**src/rtl/pc_sequencer_pkg.sv**
```systemverilog
// Shared definitions for the fetch sequencer: next-PC op codes, FSM states
// and the branch offset helper used by the next-PC calculator.
package pc_sequencer_pkg;

    localparam logic [1:0] NPC_PLUS4  = 2'b00;
    localparam logic [1:0] NPC_BRANCH = 2'b01;
    localparam logic [1:0] NPC_JUMP   = 2'b10;

    typedef enum logic [1:0] {
        ST_IDLE  = 2'b00,
        ST_FETCH = 2'b01,
        ST_HOLD  = 2'b10
    } fetch_state_e;

    function automatic logic [31:0] branch_offset(input logic [15:0] off);
        return {{14{off[15]}}, off, 2'b00};
    endfunction

endpackage

```
**src/rtl/pc_sequencer_npc.sv**
```systemverilog
// Next-PC calculator: sequential, PC-relative branch and region jump targets.
// Op code 2'b11 falls through to the sequential path.
module pc_sequencer_npc
    import pc_sequencer_pkg::*;
(
    input  logic [31:0] base,
    input  logic [1:0]  op,
    input  logic [25:0] imm,
    output logic [31:0] npc
);

    logic [31:0] seq_s;

    assign seq_s = base + 32'd4;

    // select the target for the requested op
    always_comb begin
        npc = seq_s;
        case (op)
            NPC_BRANCH: npc = seq_s + branch_offset(imm[15:0]);
            NPC_JUMP:   npc = {seq_s[31:28], imm, 2'b00};
            default:    npc = seq_s;
        endcase
    end

endmodule

```
**src/rtl/pc_sequencer.sv**
```systemverilog
// Instruction-fetch controller: owns the PC, runs the imem req/ack handshake and
// applies branch/jump redirects at the next PC update with delay-slot semantics.
module pc_sequencer
    import pc_sequencer_pkg::*;
#(
    parameter logic [31:0] RESET_PC = 32'h0000_3000
) (
    input  logic        clk,
    input  logic        rst_n,
    input  logic        stall,
    input  logic        redirect_valid,
    output logic        redirect_ready,
    input  logic [1:0]  redirect_op,
    input  logic [25:0] redirect_imm,
    input  logic [31:0] redirect_pc,
    output logic        imem_req,
    output logic [31:0] imem_addr,
    input  logic        imem_ack,
    input  logic [31:0] imem_rdata,
    output logic        inst_valid,
    output logic [31:0] inst,
    output logic [31:0] inst_pc
);

    fetch_state_e state_q, state_d;
    logic [31:0]  pc_q, pc_d;
    logic [31:0]  inst_q, inst_d;
    logic [31:0]  inst_pc_q, inst_pc_d;
    logic         inst_valid_q, inst_valid_d;
    logic         imem_req_q, imem_req_d;
    logic         pending_q, pending_d;
    logic [1:0]   p_op_q, p_op_d;
    logic [25:0]  p_imm_q, p_imm_d;
    logic [31:0]  p_pc_q, p_pc_d;

    logic         accept_s;
    logic         handoff_s;
    logic [31:0]  npc_base_s;
    logic [1:0]   npc_op_s;
    logic [25:0]  npc_imm_s;
    logic [31:0]  npc_s;

    assign accept_s  = redirect_valid && !pending_q;
    assign handoff_s = (state_q == ST_HOLD) && !stall;

    // next-PC source: same-cycle redirect bypasses the pending register
    always_comb begin
        npc_base_s = pc_q;
        npc_op_s   = NPC_PLUS4;
        npc_imm_s  = 26'd0;
        if (accept_s) begin
            npc_base_s = redirect_pc;
            npc_op_s   = redirect_op;
            npc_imm_s  = redirect_imm;
        end else if (pending_q) begin
            npc_base_s = p_pc_q;
            npc_op_s   = p_op_q;
            npc_imm_s  = p_imm_q;
        end else begin
            npc_base_s = pc_q;
            npc_op_s   = NPC_PLUS4;
            npc_imm_s  = 26'd0;
        end
    end

    pc_sequencer_npc u_npc (
        .base (npc_base_s),
        .op   (npc_op_s),
        .imm  (npc_imm_s),
        .npc  (npc_s)
    );

    // fetch FSM, pending redirect and output register next-state
    always_comb begin
        state_d      = state_q;
        pc_d         = pc_q;
        inst_d       = inst_q;
        inst_pc_d    = inst_pc_q;
        inst_valid_d = inst_valid_q;
        pending_d    = pending_q;
        p_op_d       = p_op_q;
        p_imm_d      = p_imm_q;
        p_pc_d       = p_pc_q;

        case (state_q)
            ST_IDLE: state_d = ST_FETCH;
            ST_FETCH: begin
                if (imem_ack) begin
                    inst_d       = imem_rdata;
                    inst_pc_d    = pc_q;
                    inst_valid_d = 1'b1;
                    state_d      = ST_HOLD;
                end else begin
                    state_d = ST_FETCH;
                end
            end
            ST_HOLD: begin
                if (!stall) begin
                    pc_d         = npc_s;
                    inst_valid_d = 1'b0;
                    state_d      = ST_FETCH;
                end else begin
                    state_d = ST_HOLD;
                end
            end
            default: state_d = ST_IDLE;
        endcase

        // a handoff always consumes the redirect, whether bypassed or pending
        if (handoff_s) begin
            pending_d = 1'b0;
        end else if (accept_s) begin
            pending_d = 1'b1;
            p_op_d    = redirect_op;
            p_imm_d   = redirect_imm;
            p_pc_d    = redirect_pc;
        end else begin
            pending_d = pending_q;
        end

        imem_req_d = (state_d == ST_FETCH);
    end

    // state and output registers with synchronous active-low reset
    always_ff @(posedge clk) begin
        if (!rst_n) begin
            state_q      <= ST_IDLE;
            pc_q         <= RESET_PC;
            inst_q       <= 32'd0;
            inst_pc_q    <= 32'd0;
            inst_valid_q <= 1'b0;
            imem_req_q   <= 1'b0;
            pending_q    <= 1'b0;
            p_op_q       <= 2'b00;
            p_imm_q      <= 26'd0;
            p_pc_q       <= 32'd0;
        end else begin
            state_q      <= state_d;
            pc_q         <= pc_d;
            inst_q       <= inst_d;
            inst_pc_q    <= inst_pc_d;
            inst_valid_q <= inst_valid_d;
            imem_req_q   <= imem_req_d;
            pending_q    <= pending_d;
            p_op_q       <= p_op_d;
            p_imm_q      <= p_imm_d;
            p_pc_q       <= p_pc_d;
        end
    end

    assign imem_req       = imem_req_q;
    assign imem_addr      = pc_q;
    assign inst_valid     = inst_valid_q;
    assign inst           = inst_q;
    assign inst_pc        = inst_pc_q;
    assign redirect_ready = !pending_q;

endmodule
```
**config.mk**
```make
export PLATFORM = sky130hd
export DESIGN_NAME = pc_sequencer
export DESIGN_NICKNAME = d
export VERILOG_FILES = /design/src/rtl/pc_sequencer_pkg.sv /design/src/rtl/pc_sequencer_npc.sv /design/src/rtl/pc_sequencer.sv
export SDC_FILE = /design/constraint.sdc
export NUM_CORES = 1
export LEC_CHECK = 0
export BUFFER_PORTS_ARGS = -buffer_cell sky130_fd_sc_hd__buf_2
export CORE_ASPECT_RATIO = 1.25
export CORE_UTILIZATION = 52
export CTS_CLUSTER_DIAMETER = 120
export CTS_CLUSTER_SIZE = 30
export DETAILED_ROUTE_END_ITERATION = 10
export PLACE_DENSITY = 0.77
export SLEW_MARGIN = 40
export SYNTH_ARGS = -nofsm -noshare
export SYNTH_HDL_FRONTEND = slang
export SYNTH_SLANG_ARGS = --single-unit
```
**constraint.sdc**
```tcl
create_clock -name clk -period 4.8 [get_ports clk]
set_clock_uncertainty 0.05 [all_clocks]
set_input_delay 0.24 -clock clk [delete_from_list [all_inputs] [get_ports clk]]
set_output_delay 0.24 -clock clk [all_outputs]
set_load 0.05 [all_outputs]
```
==> flow_metrics.tcl <==
set metrics [dict create \
    run_status "finished clean" \
    drt-pass1-iter-count 5 \
    ys_ff_latch 161 \
    dp_hpwl_um 20900 \
    cts_buffer_depth 2 \
    synthTopCellsByCount "nand2_1 (349), a21oi_1 (183), dfxtp_1 (161), o21ai_0 (74), clkbuf_1 (67)" \
    hold_end "p_imm_q[0]" \
    cts.clk_slew.worst_paths_ns 0.07 \
    row_count 54 \
    grtUsageMet2_pct 51.4 \
    hp-class "in2reg" \
    root_buffer "clkbuf_16" \
    slew_violations 0 \
    track_usage_pct 31.4 \
    hold_viol 0 \
    clkSinkCount 161 \
    io-pin-count 196 \
    syn_nets 1378 \
    grt_max_degree 86 \
    async_flop_share_pct 0 \
    synthMuxAreaShare_pct 6.15 \
    yosys.area_share.xor_xnor_pct 4.78 \
    grt_pass1_vias 8740 \
    nFillCells 1464 \
    synth-seq-area-share_pct 34.8 \
    syn_area_per_cell_sq_um 7.46 \
    synth_ff_type "dfxtp_1" \
    rsz0062_at_grt "false" \
    vias 9757 \
    die_h_um 151 \
    pwr-share-seq_pct 39.2 \
    netlist.area_leader.share_pct 34.8 \
    diodes 0 \
    drc 0 \
    max_slew_margin_pct 46.7 \
    criticalPathCategory "in2reg" \
    fmax_mhz 223 \
    grt_pass1_wl_um 45000 \
    met1_usage_pct 39.1 \
    cts_max_level 4 \
    synth_compound_area_share_pct 23.0 \
    die_w_um 121 \
    cts_tree "done" \
    rr_startpoint "pending_q" \
    core-area_sq_um 17400 \
    area_delta_synth_final_pct 25.2 \
    grt-busiest-layer "met2" \
    irDropWorstVdd_v 0.000177 \
    numCtsBuffers 17 \
    worst_pin_slew_ns 0.799 \
    final_nets 1597 \
    end_kind "flop" \
    synth_cells 1243 \
    dieArea_sq_um 18400 \
    period_share_pct 93.3 \
    p_comb_share_pct 23.0 \
    switching_share_pct 34.0 \
    synth_edf_count 0 \
    io_buffer_count 195 \
    cap_violations 0 \
    clk_latency_ns 0.44 \
    utilization_pct 66.6 \
    min_period_ns 4.48 \
    place_congestion 0.988 \
    intPower_mw 2.40 \
    min_from "redirect_imm[0]" \
    synth_area_sq_um 9270 \
    arrival_ns 4.79 \
    setup_tns_ns 0 \
    antenna_found_initial 0 \
    drtIter0Drc 776 \
    grt_overflow 0 \
    synth_most_common_cell "nand2_1" \
    vias_per_cell 5.74 \
    yosys.area.top_type "dfxtp_1" \
    required_ns 5.11 \
    ant_nets 0 \
    r2r_slack_ns 0.32 \
    yosys.area_share.adder_pct 5.21 \
    synth_top_family_by_area "compound AO/OA/AOI/OAI gates" \
    synth_cell_types 67 \
    post_cts_buffers 0 \
    wl_per_cell_um 17.4 \
    power_density_nw_per_um2 313 \
    p_leak_nw 5.03 \
    pwr-share-clk_pct 37.7 \
    synthTopCellsByArea "dfxtp_1 (35%), nand2_1 (14%), a21oi_1 (9.9%)" \
    floorplan.initialDensity_pct 53.2 \
    cp_max_fo 6 \
    drive_gt1_share_pct 21.0 \
    setup_viol_count_final 0 \
    rr_worst_depth 16 \
    use_met3_pct 6.06 \
    drt-total-wl_um 29500 \
    ys_warn_count 0 \
    regToRegEndpoint "imem_addr[28]" \
    synth-simple-area-share_pct 21.5 \
    startpoint_type "primary input" \
    holdPathStages 3 \
    switchingPower_mw 1.24 \
]
## through the flow
stage	std cells	hold slack, ns	worst slack [ns]	instance area, sq um	power [mW]
floorplan	1243	0.326	0.469	9270	2.01
CTS	1697	0.0000795	0.233	11600	3.62
global placement	1618	0.389	0.274	10500	2.23
finish	1699	0.00363	0.320	11600	3.63
global route	1699	0.000615	0.0138	11600	3.78
detailed placement	1620	0.393	0.122	10500	2.24
## what timing repair did
item | 4_1_cts | 5_1_grt
endpoints found under the hold margin | 45 | 2
gates resized for setup | 0 | 4
setup endpoints to repair | 0 | 5
hold buffers | 45 | 2
## cells in the final DEF, fill, tap and decap left out, types with 9 or more instances in the layout
cell | Yosys | routed
ha_1 | 37 | 37
mux2_2 | 20 | 20
xor2_1 | 15 | 15
o211ai_1 | 14 | 14
a21oi_1 | 183 | 183
nand3_1 | 16 | 15
dlygate4sd3_1 | 0 | 47
clkbuf_16 | 0 | 17
nor2_1 | 37 | 36
xnor2_1 | 33 | 33
inv_1 | 20 | 20
o21a_1 | 11 | 11
a221oi_1 | 14 | 12
buf_2 | 4 | 195
o22ai_1 | 9 | 9
a21o_1 | 15 | 15
o21ai_0 | 74 | 73
dfxtp_1 | 161 | 160
mux2i_1 | 28 | 28
nor3_1 | 19 | 19
nor4_1 | 11 | 10
buf_4 | 2 | 37
nand2_1 | 349 | 349
## state kept, by name (all words and copies together), names as in the netlist
| name | flops |
|---|---|
| inst_valid | 1 |
| p_op_q | 2 |
| p_pc_q | 32 |
| imem_req | 1 |
| imem_addr | 32 |
| inst_pc | 32 |
| pending_q | 1 |
| state_q | 2 |
| p_imm_q | 26 |
| inst | 32 |
## final cells by class
class	count	area (sq um)	share of cell area, %
flip-flops and latches	161	3220	27.8
clock inverters	15	164	1.41
multi-input cells	978	5660	48.8
repair buffers	282	1770	15.2
clock buffers	17	425	3.66
well taps	224	280	2.41
inverters	22	88.8	0.765
## per-layer routing
| metal | vias to the layer above | share of wire, % |
|---|---|---|
| met1 | 4517 | 42 |
| met2 | 390 | 46 |
| met5 | - | 0 |
| met4 | 0 | 4.4 |
| met3 | 71 | 7.1 |
| li1 | 4779 | - |
## how the worst max path moves through the flow
stage / startpoint / end / cells after the start
5_1_grt: pending_q / imem_addr[31] / 18
4_1_cts: pending_q / imem_addr[31] / 18
3_5_place_dp: redirect_valid / imem_addr[31] / 19
2_1_floorplan: pending_q / imem_addr[31] / 21
3_3_place_gp: redirect_valid / imem_addr[31] / 19
6_report: redirect_pc[3] / imem_addr[31] / 20
## kinds of logic after synthesis
| group | after synthesis |
|---|---|
| buffers and inverters | 104 |
| adder cells (fa/ha/maj) | 38 |
| AO/OA/AOI/OAI | 363 |
| XOR/XNOR | 49 |
| AND/OR/NAND/NOR | 475 |
| flip-flops | 161 |
| multiplexers | 53 |
## power by group through the flow
stage	Clock [mW]	Sequential (mW)	Combinational, mW
floorplan	0	1.52	0.488
global placement	0	1.45	0.781
detailed placement	0	1.45	0.790
CTS	1.38	1.42	0.822
global route	1.45	1.43	0.908
finish	1.37	1.42	0.837
## worst max-delay path: stages
cell and delay [ns]:
dlygate4sd3_1 0.54, buf_2 0.13, mux2_2 0.25, mux2i_1 0.24, inv_1 0.08, ha_1 0.23, o211ai_1 0.18, nor2_1 0.11
nand2_1 0.13, nor4_1 0.07, xnor2_1 0.31, ha_1 0.38, a221o_1 0.35, a21o_1 0.19, a221oi_2 0.34, a21oi_1 0.14
o211ai_1 0.26, o311ai_0 0.17, or3_1 0.33, a31oi_1 0.13
Note: power is estimated with default switching activity, not from simulation.
